## config.mk

```make
export PLATFORM = sky130hd
export DESIGN_NAME = fdiv_arbiter
export DESIGN_NICKNAME = d
export VERILOG_FILES = /design/src/rtl/fdiv_arbiter.sv
export SDC_FILE = /design/constraint.sdc
export NUM_CORES = 1
export LEC_CHECK = 0
export CAP_MARGIN = 40
export CORE_AREA = 2 2 202 204
export DETAILED_ROUTE_END_ITERATION = 8
export DIE_AREA = 0 0 204 206
export SLEW_MARGIN = 10
export SYNTH_ARGS = -nofsm -noshare
export SYNTH_HDL_FRONTEND = slang
export SYNTH_SLANG_ARGS = --single-unit
```

## constraint.sdc

```tcl
create_clock -name clk_i -period 2 [get_ports clk_i]
set_clock_uncertainty 0.2 [all_clocks]
set_input_delay 0.2 -clock clk_i [delete_from_list [all_inputs] [get_ports clk_i]]
set_output_delay 0.2 -clock clk_i [all_outputs]
set_load 0.005 [all_outputs]
```

## src/rtl/fdiv_arbiter.sv

```systemverilog
// fdiv_arbiter: round-robin sharing of one iterative FDIV unit among NREQ issue ports with latched operands, response by ID, flush and watchdog.
module fdiv_arbiter #(
    parameter int NREQ    = 2,
    parameter int IDW     = 2,
    parameter int TIMEOUT = 64
) (
    input  logic              clk_i,
    input  logic              resetn_i,
    input  logic              flush_i,
    input  logic [NREQ-1:0]   req_valid_i,
    output logic [NREQ-1:0]   req_ready_o,
    input  logic [NREQ*147-1:0] req_bundle_i,
    output logic              rsp_valid_o,
    input  logic              rsp_ready_i,
    output logic [IDW-1:0]    rsp_id_o,
    output logic [31:0]       rsp_data_o,
    output logic              rsp_err_o,
    output logic              div_enable_o,
    output logic [31:0]       div_rs1_o,
    output logic [9:0]        div_rs1Exp_o,
    output logic [23:0]       div_rs1Sig_o,
    output logic [5:0]        div_rs1Class_o,
    output logic [31:0]       div_rs2_o,
    output logic [9:0]        div_rs2Exp_o,
    output logic [23:0]       div_rs2Sig_o,
    output logic [5:0]        div_rs2Class_o,
    output logic [2:0]        div_rm_o,
    input  logic              div_ready_i,
    input  logic [31:0]       div_result_i,
    output logic              busy_o,
    output logic              timeout_o
);
    localparam int BW = 147;
    localparam int PW = $clog2(NREQ);
    localparam int WW = $clog2(TIMEOUT + 1);

    typedef enum logic [1:0] {IDLE, ISSUE, WAIT, RESP} state_e;

    state_e          state_q, state_d;
    logic [PW-1:0]   ptr_q, ptr_d;
    logic [IDW-1:0]  id_q, id_d;
    logic [BW-1:0]   op_q, op_d;
    logic [31:0]     data_q, data_d;
    logic            err_q, err_d, to_q, to_d, drop_q, drop_d;
    logic [WW-1:0]   wd_q, wd_d;
    logic [NREQ-1:0] rot;
    logic [PW-1:0]   win;
    logic            found, accept, done;

    // Rotate valids so bit 0 is the RR pointer; first set bit wins.
    always_comb begin
        rot = NREQ'({req_valid_i, req_valid_i} >> ptr_q);
        win = '0;
        found = 1'b0;
        for (int j = 0; j < NREQ; j++) begin
            if (!found && rot[j]) begin
                found = 1'b1;
                win = PW'((int'(ptr_q) + j) % NREQ);
            end
        end
    end

    assign req_ready_o = (state_q == IDLE && resetn_i && !flush_i && found) ? NREQ'(1) << win : '0;
    assign accept      = |req_ready_o;
    assign done        = div_ready_i || wd_q == WW'(TIMEOUT - 1);

    always_comb begin
        state_d = state_q;
        ptr_d   = ptr_q;
        id_d    = id_q;
        op_d    = op_q;
        data_d  = data_q;
        err_d   = err_q;
        to_d    = to_q;
        drop_d  = drop_q;
        wd_d    = '0;
        case (state_q)
            IDLE: if (accept) begin
                op_d    = req_bundle_i[int'(win)*BW +: BW];
                id_d    = IDW'(win);
                ptr_d   = (win == PW'(NREQ - 1)) ? '0 : win + 1'b1;
                state_d = ISSUE;
            end
            ISSUE: begin
                drop_d  = drop_q | flush_i;
                state_d = WAIT;
            end
            WAIT: begin
                drop_d = drop_q | flush_i;
                wd_d   = wd_q + 1'b1;
                if (done) begin
                    wd_d    = '0;
                    to_d    = to_q | !div_ready_i;
                    data_d  = drop_d ? data_q : (div_ready_i ? div_result_i : 32'h7FC0_0000);
                    err_d   = drop_d ? err_q : !div_ready_i;
                    state_d = drop_d ? IDLE : RESP;
                end
            end
            RESP: state_d = (flush_i || rsp_ready_i) ? IDLE : RESP;
            default: state_d = IDLE;
        endcase
        if (state_d == IDLE) drop_d = 1'b0;
    end

    always_ff @(posedge clk_i) begin
        if (!resetn_i) begin
            state_q <= IDLE;
            ptr_q   <= '0;
            id_q    <= '0;
            op_q    <= '0;
            data_q  <= '0;
            err_q   <= 1'b0;
            to_q    <= 1'b0;
            drop_q  <= 1'b0;
            wd_q    <= '0;
        end else begin
            state_q <= state_d;
            ptr_q   <= ptr_d;
            id_q    <= id_d;
            op_q    <= op_d;
            data_q  <= data_d;
            err_q   <= err_d;
            to_q    <= to_d;
            drop_q  <= drop_d;
            wd_q    <= wd_d;
        end
    end

    assign busy_o       = state_q != IDLE;
    assign div_enable_o = state_q == ISSUE;
    assign rsp_valid_o  = state_q == RESP;
    assign rsp_id_o     = id_q;
    assign rsp_data_o   = data_q;
    assign rsp_err_o    = err_q;
    assign timeout_o    = to_q;
    assign {div_rs1_o, div_rs1Exp_o, div_rs1Sig_o, div_rs1Class_o,
            div_rs2_o, div_rs2Exp_o, div_rs2Sig_o, div_rs2Class_o, div_rm_o} = op_q;
endmodule

```

# Yosys cells after proc, flatten, opt, wreduce, memory -nomap -nowiden

Cells that the tools add are included.

Add/sub/neg operators: 3
Multipliers: 1
Div/mod/pow operators: 0
Magnitude comparators: 0
Eq/ne operators: 4
Shift operators: 3
Muxes and demuxes: 12
Bitwise logic cells: 5
Reduce and logical (&&, ||, !) cells: 19

Operators with widths:

| cell                                                | count |
|---|---|
| variable part select 294 x 10 -> 147 bit            | 1 |
| two-way mux 32 bit                                  | 1 |
| two-way mux 2 bit                                   | 5 |
| multiplier 1 x 8 -> 9 bit, second input constant    | 1 |
| one-hot mux 2 bit (4 select lines)                  | 1 |
| adder 7 x 1 -> 7 bit, second input constant         | 1 |
| equality test 7 x 6 -> 1 bit, second input constant | 1 |
| OR reduction 2 bit                                  | 3 |
| two-way mux 1 bit                                   | 5 |
| equality test 2 bit, second input constant          | 2 |
| logical AND 1 bit                                   | 4 |
| logical NOT 2 bit                                   | 2 |
| AND reduction 2 bit                                 | 2 |
| right shift 4 x 1 -> 2 bit                          | 1 |
| logical NOT 1 bit                                   | 3 |
| inverter 1 bit                                      | 3 |
| AND reduction 3 bit                                 | 1 |
| OR reduction 3 bit                                  | 1 |
| adder 1 bit, second input constant                  | 2 |
| equality test 2 x 1 -> 1 bit, second input constant | 1 |
| logical OR 1 bit                                    | 2 |
| bitwise OR 1 bit                                    | 2 |
| nonzero test 2 bit                                  | 1 |
| << shifter 1 x 1 -> 2 bit, first input constant     | 1 |

Register bits: 193
Bits in latches: 0
RAM bits: 0
ROM bits: 0
Input port bits: 333
Output and inout bits: 188
Memories: 0

# Logic depth before layout (Yosys ltp)

Word-level depth: 12
Gate-level depth with buffers: 9

# Worst setup path after synthesis

Ideal clock, no wire load.

Path type: register to register
Start: reg wd_q[0]
End: reg data_q[1] (netlist: rsp_data_o[1])
Library setup time: 0.132 ns
Arrival: 1.675 ns
Data required time: 1.668 ns
Setup slack: -0.007 ns
Cell stages (with the launch flop): 9
Path through: dfxtp_1 ha_1 nand2_1 o31a_1 or3_1 buf_6 buf_6 nand2_1 a21oi_1

Word-level cells in the longest chain between the ends: 3

Ends and longest elaborated chain:

| element                       | line | text |
|---|---|---|
| from (decl)                   | 45   | `logic [WW-1:0] wd_q, wd_d;` |
| from (signal assigned)        | 125  | `wd_q <= wd_d;` |
| equality test 7 x 6 -> 1 bit  | 65   | `assign done = div_ready_i \|\| wd_q == WW'(TIMEOUT - 1);` |
| logical OR 1 bit              | 65   |  |
| AND reduction 3 bit (no line) | n/a  |  |
| to (signal assigned)          | 121  | `data_q <= data_d;` |
| to (decl)                     | 43   | `logic [31:0] data_q, data_d;` |

No other way between the ends.
A chain may end at the register's enable or synchronous reset.

# Worst setup path in the final report

Start: reg state_q[0]
End: reg op_q[30]

Word-level cells in the longest chain between the ends: 7

Ends and longest elaborated chain:

| element                           | line   | text |
|---|---|---|
| from (decl)                       | 39     | `state_e state_q, state_d;` |
| from (signal assigned)            | 117    | `state_q <= state_d;` |
| logical NOT 2 bit (*)             | 63, 77 |  |
| logical AND 1 bit (3 in series)   | 63     | `assign req_ready_o = (state_q == IDLE && resetn_i && !flush_i && found) ? NREQ'(1) << win : '0;` |
| two-way mux 2 bit                 | 63     |  |
| OR reduction 2 bit                | 64     | `assign accept = \|req_ready_o;` |
| AND reduction 2 bit (no line) (*) | n/a    |  |
| to (signal assigned)              | 120    | `op_q <= op_d;` |
| to (decl)                         | 42     | `logic [BW-1:0] op_q, op_d;` |

Every way passes the cells marked *; elsewhere a longest branch is shown, timed or not.

==> results.py <==
metrics = {
    "run": {
        "maxCapViolCount": 0,
    },
    "critical_path": {
        "r2r_slack_ns": -0.18,
        "crit_top_cell": "buf_12",
        "cp_slowest_stage_delay_ns": 0.37,
        "r2r-start": "state_q[0]$_SDFF_PN0_",
        "cp-end-kind": "flop",
        "required_ns": 2.12,
        "arrival_ns": 2.31,
        "crit_path_top_delay_cell": "a222oi_1",
        "critPathLaunchType": "flop",
        "cpLargestDelayFamily": "buffers and inverters",
        "cp-startpoint": "state_q[0]$_SDFF_PN0_",
        "critPathMaxFanout": 22,
        "crit_buf_inv": 4,
        "r2r-end": "op_q[30]$_SDFFE_PN0P_",
        "r2r_cells": 10,
        "worstSetupPathType": "reg2reg",
        "crit_path_cell_trace": "inv_2, ha_4, and3b_2, buf_6, o21ai_4, nor2_4, buf_12, buf_12, a222oi_1, nor2_1",
    },
    "floorplan": {
        "start_util_pct": 17.8,
        "num_io_pins": 521,
        "core_area_mm2": 0.0402,
        "num_rows": 74,
        "die_y_um": 206,
        "die_w_um": 204,
        "dieArea_mm2": 0.0420,
    },
    "clocking": {
        "cts_buffers": 17,
        "clockBufferDepth": 2,
        "cts_tree": "built",
        "cts_sinks": 193,
        "htreeDepth": 4,
        "clock_latency_ns": 0.44,
        "cts_hold_buf": 0,
        "root_buffer": "clkbuf_16",
        "clkTransAtPathRegs_ns": 0.08,
    },
    "final_layout": {
        "utilization_pct": 36.8,
        "insertedDiodeCount": 0,
        "area_growth_pct": 107,
        "drive_gt1_share_pct": 14.9,
        "nets": 1611,
        "stdcell_area_mm2": 0.0148,
        "finalNonFillerCells": 1817,
    },
    "synth": {
        "yosysMostFrequentCell": "dfxtp_1",
        "yosysSeqAreaShare_pct": 54.1,
        "mappedNetlistNets": 1069,
        "ys_seq_elements": 193,
        "netlist_area_mm2": 0.00714,
        "synth-main-ff-cell": "dfxtp_1",
        "yosysTopAreaCellShare_pct": 54.1,
        "synth_top_area_cell": "dfxtp_1",
        "ys_types": 35,
        "ys_warn_count": 0,
        "netlist_instances": 730,
        "netlist_top_cells_count": "193 x dfxtp_1, 159 x nor2_1, 147 x a222oi_1",
        "synthArstFlopShare_pct": 0,
        "synth_area_per_cell_um2": 9.78,
        "synth_edf_count": 0,
        "yosys-top-cells-area": "dfxtp_1 54%, a222oi_1 21%, nor2_1 8.4%",
    },
    "placed_design": {
        "dp_hpwl_mm": 22.5,
        "post-place-ws_ns": -0.270,
        "gp_congestion": 0.789,
        "post_dp_cell_area_mm2": 0.0132,
        "placed_cells": 1749,
        "portBuffers": 519,
    },
    "routing": {
        "totalWireLength_mm": 35.7,
        "drcViolationCount": 13,
        "vias_per_cell": 4.70,
        "ant_nets": 0,
        "wl_per_cell_um": 19.6,
        "drt_iter0_drc": 972,
        "vias": 8534,
        "first_pass_iters": 9,
    },
    "power_and_ir_drop": {
        "power_mw": 12.0,
        "peakVddDrop_mv": 0.537,
        "p_leak_nw": 5.30,
        "p_per_area_mw_per_mm2": 810,
    },
    "sta": {
        "max_clock_freq_ghz": 0.458,
        "timing.hold.ws_ns": 0.139,
        "rsz0062_at_grt": "true",
        "maxSlewViolCount": 0,
        "setup_viol": 183,
        "fin_crit_sh_pct": 109,
        "tns_ns": -15.22,
        "hold_violations": 0,
        "min_period_ns": 2.18,
        "setup_ws_ns": -0.182,
    },
    "min_path": {
        "hold_start": "div_result_i[31]",
        "holdPathStages": 3,
        "hold_end": "rsp_data_o[31]$_SDFFE_PN0P_",
        "hold_path_class": "in2reg",
    },
    "global_routing": {
        "track_usage_pct": 14.1,
        "grt_antenna_before_repair": 0,
        "grt_start_max_net_pins": 73,
        "grt_pass1_vias": 8123,
        "grt_pass1_wl_mm": 45.9,
        "grt_overflow_total": 0,
    },
    "run_status": {
        "outcome": "complete, but fails checks",
        "violations": "design-rule violations, negative setup slack",
    },
}
worst register-to-register path, cell delays in order (launching register included):
cell	delay [ns]
dfxtp_2	0.34
inv_2	0.05
ha_4	0.16
and3b_2	0.21
buf_6	0.12
o21ai_4	0.10
nor2_4	0.10
buf_12	0.16
buf_12	0.17
a222oi_1	0.38
nor2_1	0.06
area by class of cell:
type | count | area [um^2]
Clock buffer | 22 | 444
Sequential cell | 193 | 3870
Fill cell | 4038 | 25400
Inverter | 7 | 31.3
Multi-Input combinational cell | 449 | 3260
Tap cell | 532 | 666
Timing Repair Buffer | 604 | 6420
Clock inverter | 10 | 104
per-layer routing:
layer	global-route usage [%]	wire length [um]
met1	16.9	14400
met2	24.2	17800
met3	3.72	2650
met4	5.51	881
met5	0	0
cells by family after synthesis:
logic type      share of synthesized area (%)
simple gates                             13.6
compound gates                           25.0
flops                                    54.1
buf+inv                                  5.70
fa+ha+maj                                1.05
xor+xnor                                0.491
other cells                            0.0525
report_power, final:
part / internal [mW] / switching [mW] / leakage, nW / total [mW]
combinational: 2.45 / 1.71 / 3.46 / 4.16
sequential: 4.23 / 0.233 / 1.57 / 4.46
clock: 1.74 / 1.62 / 0.269 / 3.37
registers in the layout, indices dropped and copies added, names as in the netlist:
signal	count
rsp_id_o	1
wd_q	7
drop_q	1
rsp_data_o	32
state_q	2
ptr_q	1
rsp_err_o	1
timeout_o	1
op_q	147
what timing repair did:
action	4_1_cts	5_1_grt
setup endpoints to repair	172	185
buffers inserted	5	11
pin swaps	24	97
gates cloned	4	16
resized for setup	34	100
worst max-delay path by stage:
stage / to / slack (ns) / cells past startpoint
floorplan: op_q[65]$_SDFFE_PN0P_ / 0.0001 / 9
global placement: op_q[139]$_SDFFE_PN0P_ / -0.23 / 8
detailed placement: op_q[0]$_SDFFE_PN0P_ / -0.27 / 8
CTS: op_q[30]$_SDFFE_PN0P_ / -0.14 / 10
global route: op_q[30]$_SDFFE_PN0P_ / -0.26 / 10
finish: op_q[30]$_SDFFE_PN0P_ / -0.18 / 10
placed cells by master (no fill, tap or decap), types with 3 or more instances in the layout:
cell,n
dfxtp_2,3
nor2_1,158
clkdlybuf4s50_1,515
o21ai_1,9
inv_1,4
nand3_2,5
a222oi_1,147
buf_16,9
nand2_2,5
o21ai_0,3
clkbuf_1,5
clkbuf_16,29
ha_1,4
dfxtp_1,189
a21oi_1,11
nand3_1,24
buf_12,13
nand2_4,27
buf_6,10
clkinv_4,3
a21oi_2,22
buf_4,41
nand2_1,3
inv_6,4
(Power assumes the default switching activity.)
